`src/rtl/mul_pkg.sv`:
```
// Shared definitions for the multiply sequencing logic.
//   - default operand width and WAIT timeout
//   - FSM state encoding
//   - conditional two's-complement negate helper
package mul_pkg;

  localparam int unsigned MUL_WIDTH    = 32;
  localparam int unsigned MUL_TIMEOUT  = 40;
  // Widest value the helper handles; covers the product at the default width.
  localparam int unsigned MUL_MAX_PROD = 2 * MUL_WIDTH;

  typedef enum logic [2:0] {
    StIdle,
    StIssue,
    StGuard,
    StWait,
    StFix,
    StResp
  } state_e;

  // Returns -x (mod 2^MUL_MAX_PROD) when neg is set, else x. Negating zero yields zero.
  function automatic logic [MUL_MAX_PROD-1:0] twos_neg(input logic [MUL_MAX_PROD-1:0] x,
                                                      input logic                    neg);
    return neg ? (~x + MUL_MAX_PROD'(1)) : x;
  endfunction

endpackage

```
`src/rtl/mul_sign_fix.sv`:
```
// Combinational sign handling around the unsigned multiplier.
//   a, b        : raw request operands
//   is_signed   : operands are two's complement
//   prod        : captured unsigned product of the magnitudes
//   prod_neg    : latched result sign
//   mag_a/mag_b : operand magnitudes (the most negative value maps to 2^(WIDTH-1))
//   neg         : result sign for the current request
//   prod_fixed  : sign-corrected product
module mul_sign_fix
  import mul_pkg::*;
#(
  parameter int unsigned WIDTH = MUL_WIDTH
) (
  input  logic [WIDTH-1:0]   a,
  input  logic [WIDTH-1:0]   b,
  input  logic               is_signed,
  input  logic [2*WIDTH-1:0] prod,
  input  logic               prod_neg,
  output logic [WIDTH-1:0]   mag_a,
  output logic [WIDTH-1:0]   mag_b,
  output logic               neg,
  output logic [2*WIDTH-1:0] prod_fixed
);

  logic [MUL_MAX_PROD-1:0] prod_w;

  assign mag_a = (is_signed && a[WIDTH-1]) ? (~a + WIDTH'(1)) : a;
  assign mag_b = (is_signed && b[WIDTH-1]) ? (~b + WIDTH'(1)) : b;
  assign neg   = is_signed & (a[WIDTH-1] ^ b[WIDTH-1]);

  // The low 2*WIDTH bits of a wide negate equal the narrow negate.
  assign prod_w     = twos_neg(MUL_MAX_PROD'(prod), prod_neg);
  assign prod_fixed = prod_w[2*WIDTH-1:0];

endmodule

```
`src/rtl/mul_seq_ctrl.sv`:
```
// Issue/sequencing stage in front of the iterative shift-add multiplier.
//   clk, rst                 : clock, async active-high reset
//   req_valid/req_ready      : request handshake carrying req_a, req_b, req_signed
//   mul_start                : one-cycle start pulse to the multiplier
//   mul_multiplicand/_multiplier : operand magnitudes, held from ISSUE until WAIT exits
//   mul_product, mul_finish  : multiplier result and level done flag
//   resp_valid/resp_ready    : response handshake carrying resp_product, resp_err
// TIMEOUT must exceed WIDTH+2 so a healthy multiplier never trips the guard.
module mul_seq_ctrl
  import mul_pkg::*;
#(
  parameter int unsigned WIDTH   = MUL_WIDTH,
  parameter int unsigned TIMEOUT = MUL_TIMEOUT
) (
  input  logic               clk,
  input  logic               rst,
  input  logic               req_valid,
  output logic               req_ready,
  input  logic [WIDTH-1:0]   req_a,
  input  logic [WIDTH-1:0]   req_b,
  input  logic               req_signed,
  output logic               mul_start,
  output logic [WIDTH-1:0]   mul_multiplicand,
  output logic [WIDTH-1:0]   mul_multiplier,
  input  logic [2*WIDTH-1:0] mul_product,
  input  logic               mul_finish,
  output logic               resp_valid,
  input  logic               resp_ready,
  output logic [2*WIDTH-1:0] resp_product,
  output logic               resp_err
);

  localparam int unsigned CntW = $clog2(TIMEOUT) + 1;

  state_e             state_q;
  logic [CntW-1:0]    cnt_q;
  logic               neg_q;
  logic [2*WIDTH-1:0] prod_q;

  logic [WIDTH-1:0]   mag_a;
  logic [WIDTH-1:0]   mag_b;
  logic               neg_d;
  logic [2*WIDTH-1:0] prod_fixed;

  mul_sign_fix #(
    .WIDTH (WIDTH)
  ) u_sign_fix (
    .a          (req_a),
    .b          (req_b),
    .is_signed  (req_signed),
    .prod       (prod_q),
    .prod_neg   (neg_q),
    .mag_a      (mag_a),
    .mag_b      (mag_b),
    .neg        (neg_d),
    .prod_fixed (prod_fixed)
  );

  // Low while reset is held, even though the state register already reads IDLE.
  assign req_ready = (state_q == StIdle) && !rst;

  always_ff @(posedge clk or posedge rst) begin
    if (rst) begin
      state_q          <= StIdle;
      cnt_q            <= '0;
      neg_q            <= 1'b0;
      prod_q           <= '0;
      mul_start        <= 1'b0;
      mul_multiplicand <= '0;
      mul_multiplier   <= '0;
      resp_valid       <= 1'b0;
      resp_product     <= '0;
      resp_err         <= 1'b0;
    end else begin
      unique case (state_q)
        StIdle: begin
          if (req_valid) begin
            mul_multiplicand <= mag_a;
            mul_multiplier   <= mag_b;
            neg_q            <= neg_d;
            mul_start        <= 1'b1;
            state_q          <= StIssue;
          end
        end
        StIssue: begin
          mul_start <= 1'b0;
          state_q   <= StGuard;
        end
        StGuard: begin
          // mul_finish may still be high from the previous operation; skip it here.
          cnt_q   <= '0;
          state_q <= StWait;
        end
        StWait: begin
          cnt_q <= cnt_q + CntW'(1);
          if (mul_finish) begin
            prod_q  <= mul_product;
            state_q <= StFix;
          end else if (cnt_q == CntW'(TIMEOUT - 1)) begin
            resp_err     <= 1'b1;
            resp_product <= '0;
            resp_valid   <= 1'b1;
            state_q      <= StResp;
          end
        end
        StFix: begin
          resp_product <= prod_fixed;
          resp_err     <= 1'b0;
          resp_valid   <= 1'b1;
          state_q      <= StResp;
        end
        StResp: begin
          if (resp_ready) begin
            resp_valid <= 1'b0;
            state_q    <= StIdle;
          end
        end
        default: state_q <= StIdle;
      endcase
    end
  end

endmodule

```
`config.mk`:
```
export PLATFORM = sky130hd
export DESIGN_NAME = mul_seq_ctrl
export DESIGN_NICKNAME = d
export VERILOG_FILES = /design/src/rtl/mul_pkg.sv /design/src/rtl/mul_sign_fix.sv /design/src/rtl/mul_seq_ctrl.sv
export SDC_FILE = /design/constraint.sdc
export NUM_CORES = 1
export LEC_CHECK = 0
export ABC_AREA = 1
export CAP_MARGIN = 0
export CORE_MARGIN = 2
export CORE_UTILIZATION = 55
export DETAILED_ROUTE_END_ITERATION = 7
export PLACE_DENSITY_LB_ADDON = 0.12
export SLEW_MARGIN = 10
export SYNTH_ARGS = -nofsm -noshare
export SYNTH_HDL_FRONTEND = slang
export SYNTH_SLANG_ARGS = --single-unit
```
`constraint.sdc`:
```
create_clock -name clk -period 11.1 [get_ports clk]
set_input_delay 2.22 -clock clk [delete_from_list [all_inputs] [get_ports clk]]
set_output_delay 2.22 -clock clk [all_outputs]
set_load 0.1 [all_outputs]
```
Word-level counts from Yosys, hierarchy flattened
Index checks and enable logic that the tools add are counted.
Operators by class
  add/sub/neg operators: 4
  equality and inequality tests: 11
  mux-type cells: 19
  bitwise logic cells: 5
  reductions and logical operators: 15
Operators with widths (count)
  2-to-1 mux 64 bit: 3
  case mux 64 bit (2 select lines): 1
  adder 32 x 1 -> 32 bit (second input constant): 2
  adder 64 x 1 -> 64 bit (second input constant): 1
  2-to-1 mux 32 bit: 2
  inverter 32 bit: 2
  inverter 64 bit: 1
  case mux 3 bit (6 select lines): 1
  case mux 7 bit (2 select lines): 1
  2-to-1 mux 3 bit: 4
  != test 2 bit (second input constant): 4
  adder 7 x 1 -> 7 bit (second input constant): 1
  == test 7 x 6 -> 1 bit (second input constant): 1
  == test 3 x 2 -> 1 bit (second input constant): 2
  == test 3 bit (second input constant): 2
  AND reduction 2 bit: 3
  AND reduction 3 bit: 2
  nonzero test 2 bit: 3
  2-to-1 mux 1 bit: 4
  case mux 1 bit (2 select lines): 2
  AND reduction 4 bit: 1
  == test 3 x 1 -> 1 bit (second input constant): 1
  logical AND 1 bit: 3
  logical NOT 3 bit: 1
  6 further kinds: 6
Word-level totals
  bits in registers: 206
  bits of input ports: 134
  output and inout bits: 132

Depth between registers and ports, before layout
  word-level depth: 4
  gate-level depth with buffers: 12
  gate-level depth less buffers: 10

By module
Synthesis repeated with hierarchy kept, for this count alone.
Unflattened totals
  cell total of the unflattened synthesis: 1821
  area total of the unflattened synthesis: 12294.3 µm²
Modules (own cells, without submodules)
  mul_seq_ctrl: times used 1, cells each 912, area each 7997.7 µm², sequential area each 5154.9 µm²
  mul_sign_fix: times used 1, cells each 909, area each 4296.6 µm², sequential area each 0.0 µm²

Worst setup path before layout
Ideal clock, no wire load.
  path type: input-to-output
  start point: in rst
  end point: out req_ready
  arrival: 3473 ps
  data required time: 8880 ps
  path slack: 5407 ps
  stages on the path: 1
  buffers on the path: 0
  path through: nor2_1
Between the ends
  cells in the longest elaborated chain, start to end: 2
RTL lines
  start: declaration: RTL line mul_seq_ctrl.sv:16  | input logic rst,
  logical NOT 1 bit (no source line)
  logical AND 1 bit: RTL line mul_seq_ctrl.sv:60  | assign req_ready = (state_q == StIdle) && !rst;
  end: declaration: RTL line mul_seq_ctrl.sv:18  | output logic req_ready,
Every way passes these cells.

Worst setup path in the final report
Ends and elaborated chain as after synthesis.

==> out/metrics.csv <==
metric;value;unit
status;finished clean;
seqCellArea;5160;um2
syn-num-nets;1806;
crit_top_cell;clkdlybuf4s50_1;
placementRows;53;
fin_area;15300;um2
critical_path_class;in -> out;
syn_inst;1668;
placed_cell_area;14500;um2
die_area;22400;um2
netlist_top_cells_area;dfrtp_1 (44%), nand2_1 (17%), nor2_1 (8.0%), nand3_1 (6.9%), inv_1 (4.4%);
synth_top_area_cell;dfrtp_1;
timing.rr.start;state_q[0];
cts_tree;done;
synth_edf_count;0;
r2r_end;resp_product[17];
arrival;4.00;ns
postLayoutCoreUtil;72.8;%
path_max_fanout;2;
r2r_slack;8.39;ns
synthesis.area;11700;um2
hp-class;reg -> reg;
hold_buffers;0;
critPathLaunch;rst;
gp_congestion;0.910;
drt_iter0_markers;712;
hold_viol_final;0;
finalWirelength;34800;um
period_needed;6.22;ns
clock_latency;0.51;ns
drc;0;
avgSynthCellArea;7.01;um2
place_hpwl;25200;um
multi_input_area;5710;um2
initial_core_util;55.8;%
vias;11773;
cts.sinks;206;
grt_pass1_vias;11143;
worstPathCellList;clkdlybuf4s50_1, nor2_1, clkdlybuf4s50_1;
root_buffer;clkbuf_16;
tns;0;ns
max_freq;161;MHz
finalSetupViolCount;0;
firstDrtPassIters;5;
synth-warning-count;0;
die_h;150;um
ys_seq_area_share;44.1;%
nNetsFinal;2045;
cts_buffers;22;
fin_crit_sh;56.1;%
crit_path_end_kind;output pin;
clock_skew;0.00939;ns
grt_pass1_wl;55100;um
rr_worst_depth;10;
cpPeakStageDelay;1.14;ns
cts_resized;0;
cts_setup_buffers;0;
ys.flop_type;dfrtp_1;
worst_slew_pin_slew;1.10;ns
critPathBufInv;2;
diodes;0;
antenna_found_initial;1;
rsz0062_at_grt;false;
max_slew_margin;26.7;%
fillers;1784;
slowest_stage;clkdlybuf4s50_1;
whs;0.478;ns
synth_cell_type_count;40;
wl_per_cell;15.8;um
ant_nets;0;
overflow;0;
grt_usage;30.7;%
synth-async-reset-ratio;100;%
start_kind;primary input;
via_per_inst;5.36;
crit_family;buffers and inverters;
htreeDepth;1;
cap_viol_max_count;0;
io_pins;266;
ys_seq_elements;206;
syn2layout_area_growth;30.4;%
synth_common_cells;nand2_1 (544), nor2_1 (250), dfrtp_1 (206);
yosysTopAreaCellShare;44.1;%
cts_buffer_depth;3;
grt_max_degree;130;
clk_pin_slew;0.06;ns
slew_viol_final;0;
synth_most_common_cell;nand2_1;
worstSetupEndpoint;req_ready;
die_w;150;um
io_buffers;265;
path_depth;3;
crit_required;8.88;ns
core;21000;um2
layout-drive-gt1-share;4.63;%
stage by stage:
stage	setup WS [ns]	std cells
6_report	4.88	2198
2_1_floorplan	3.26	1668
3_3_place_gp	4.87	2158
4_1_cts	4.87	2198
3_5_place_dp	4.87	2158
5_1_grt	4.85	2198
layout make-up:
type	instances	share of cell area [%]
clock buffers	29	4.18
multi-input cells	1262	37.4
inverters	143	3.57
flip-flops and latches	206	33.8
clock inverters	11	1.04
well taps	275	2.26
repair buffers	272	17.7
how the worst min path moves through the flow:
| stage | cells past startpoint | slack (ns) | from | endpoint |
|---|---|---|---|---|
| 2_1_floorplan | 2 | 0.48 | cnt_q[1] | cnt_q[1] |
| 3_3_place_gp | 2 | 0.46 | resp_product[20] | resp_product[20] |
| 3_5_place_dp | 2 | 0.46 | mul_multiplicand[18] | mul_multiplicand[18] |
| 4_1_cts | 2 | 0.48 | resp_product[27] | resp_product[27] |
| 5_1_grt | 2 | 0.50 | resp_product[27] | resp_product[27] |
| 6_report | 2 | 0.48 | resp_product[22] | resp_product[22] |
tightest hold or removal path: cells and delay by family (launching register included):
kind,cells,cell delay [ns]
flip-flops,1,0.34
AND/OR/NAND/NOR,2,0.10
logic make-up after synthesis:
family | synth area share, %
AND/OR/NAND/NOR | 35.7
AO/OA/AOI/OAI | 9.58
flip-flops | 44.1
buffers and inverters | 7.23
XOR/XNOR | 1.65
multiplexers | 1.35
adder cells (fa/ha/maj) | 0.428
routing by layer:
layer / share of wire [%] / routed length [um] / vias up / GRT usage, %
met5: 0 / 0 / - / 0
met4: 2.8 / 978 / 0 / 9.81
met3: 8.9 / 3110 / 64 / 7.50
met2: 47 / 16500 / 444 / 51.6
met1: 41 / 14200 / 5453 / 39.1
li1: - / - / 5812 / -
layout by cell type (no fill, tap or decap), drive strengths merged:
cell type | synthesis | routed
clkdlybuf4s50 | 0 | 265
nand3b | 6 | 6
buf | 37 | 7
xnor2 | 1 | 1
nand2 | 550 | 550
xor2 | 21 | 21
or2 | 3 | 3
bufinv | 0 | 4
o31ai | 7 | 7
and3 | 1 | 1
o21a | 3 | 3
mux2 | 14 | 14
nor3b | 1 | 1
nor4 | 4 | 4
o211ai | 3 | 3
o221ai | 1 | 1
a31o | 1 | 1
inv | 143 | 143
a31oi | 2 | 2
ha | 4 | 4
nand4 | 14 | 14
clkbuf | 20 | 29
nand3 | 162 | 162
a21oi | 86 | 86
o22a | 1 | 1
clkinv | 0 | 7
o21ai | 103 | 103
dfrtp | 206 | 206
nor3 | 13 | 13
nor2 | 260 | 260
and2 | 1 | 1
sequential cells by signal, indices dropped and copies added (netlist names):
signal and flops:
cnt_q 7, mul_multiplier 32, resp_valid 1, resp_err 1, mul_multiplicand 32, state_q 3
mul_start 1, resp_product 64, neg_q 1, prod_q 64
Power is left out: the tool's default activity adds up to more than one toggle a clock period on the data nets, which glitch-free logic cannot reach.
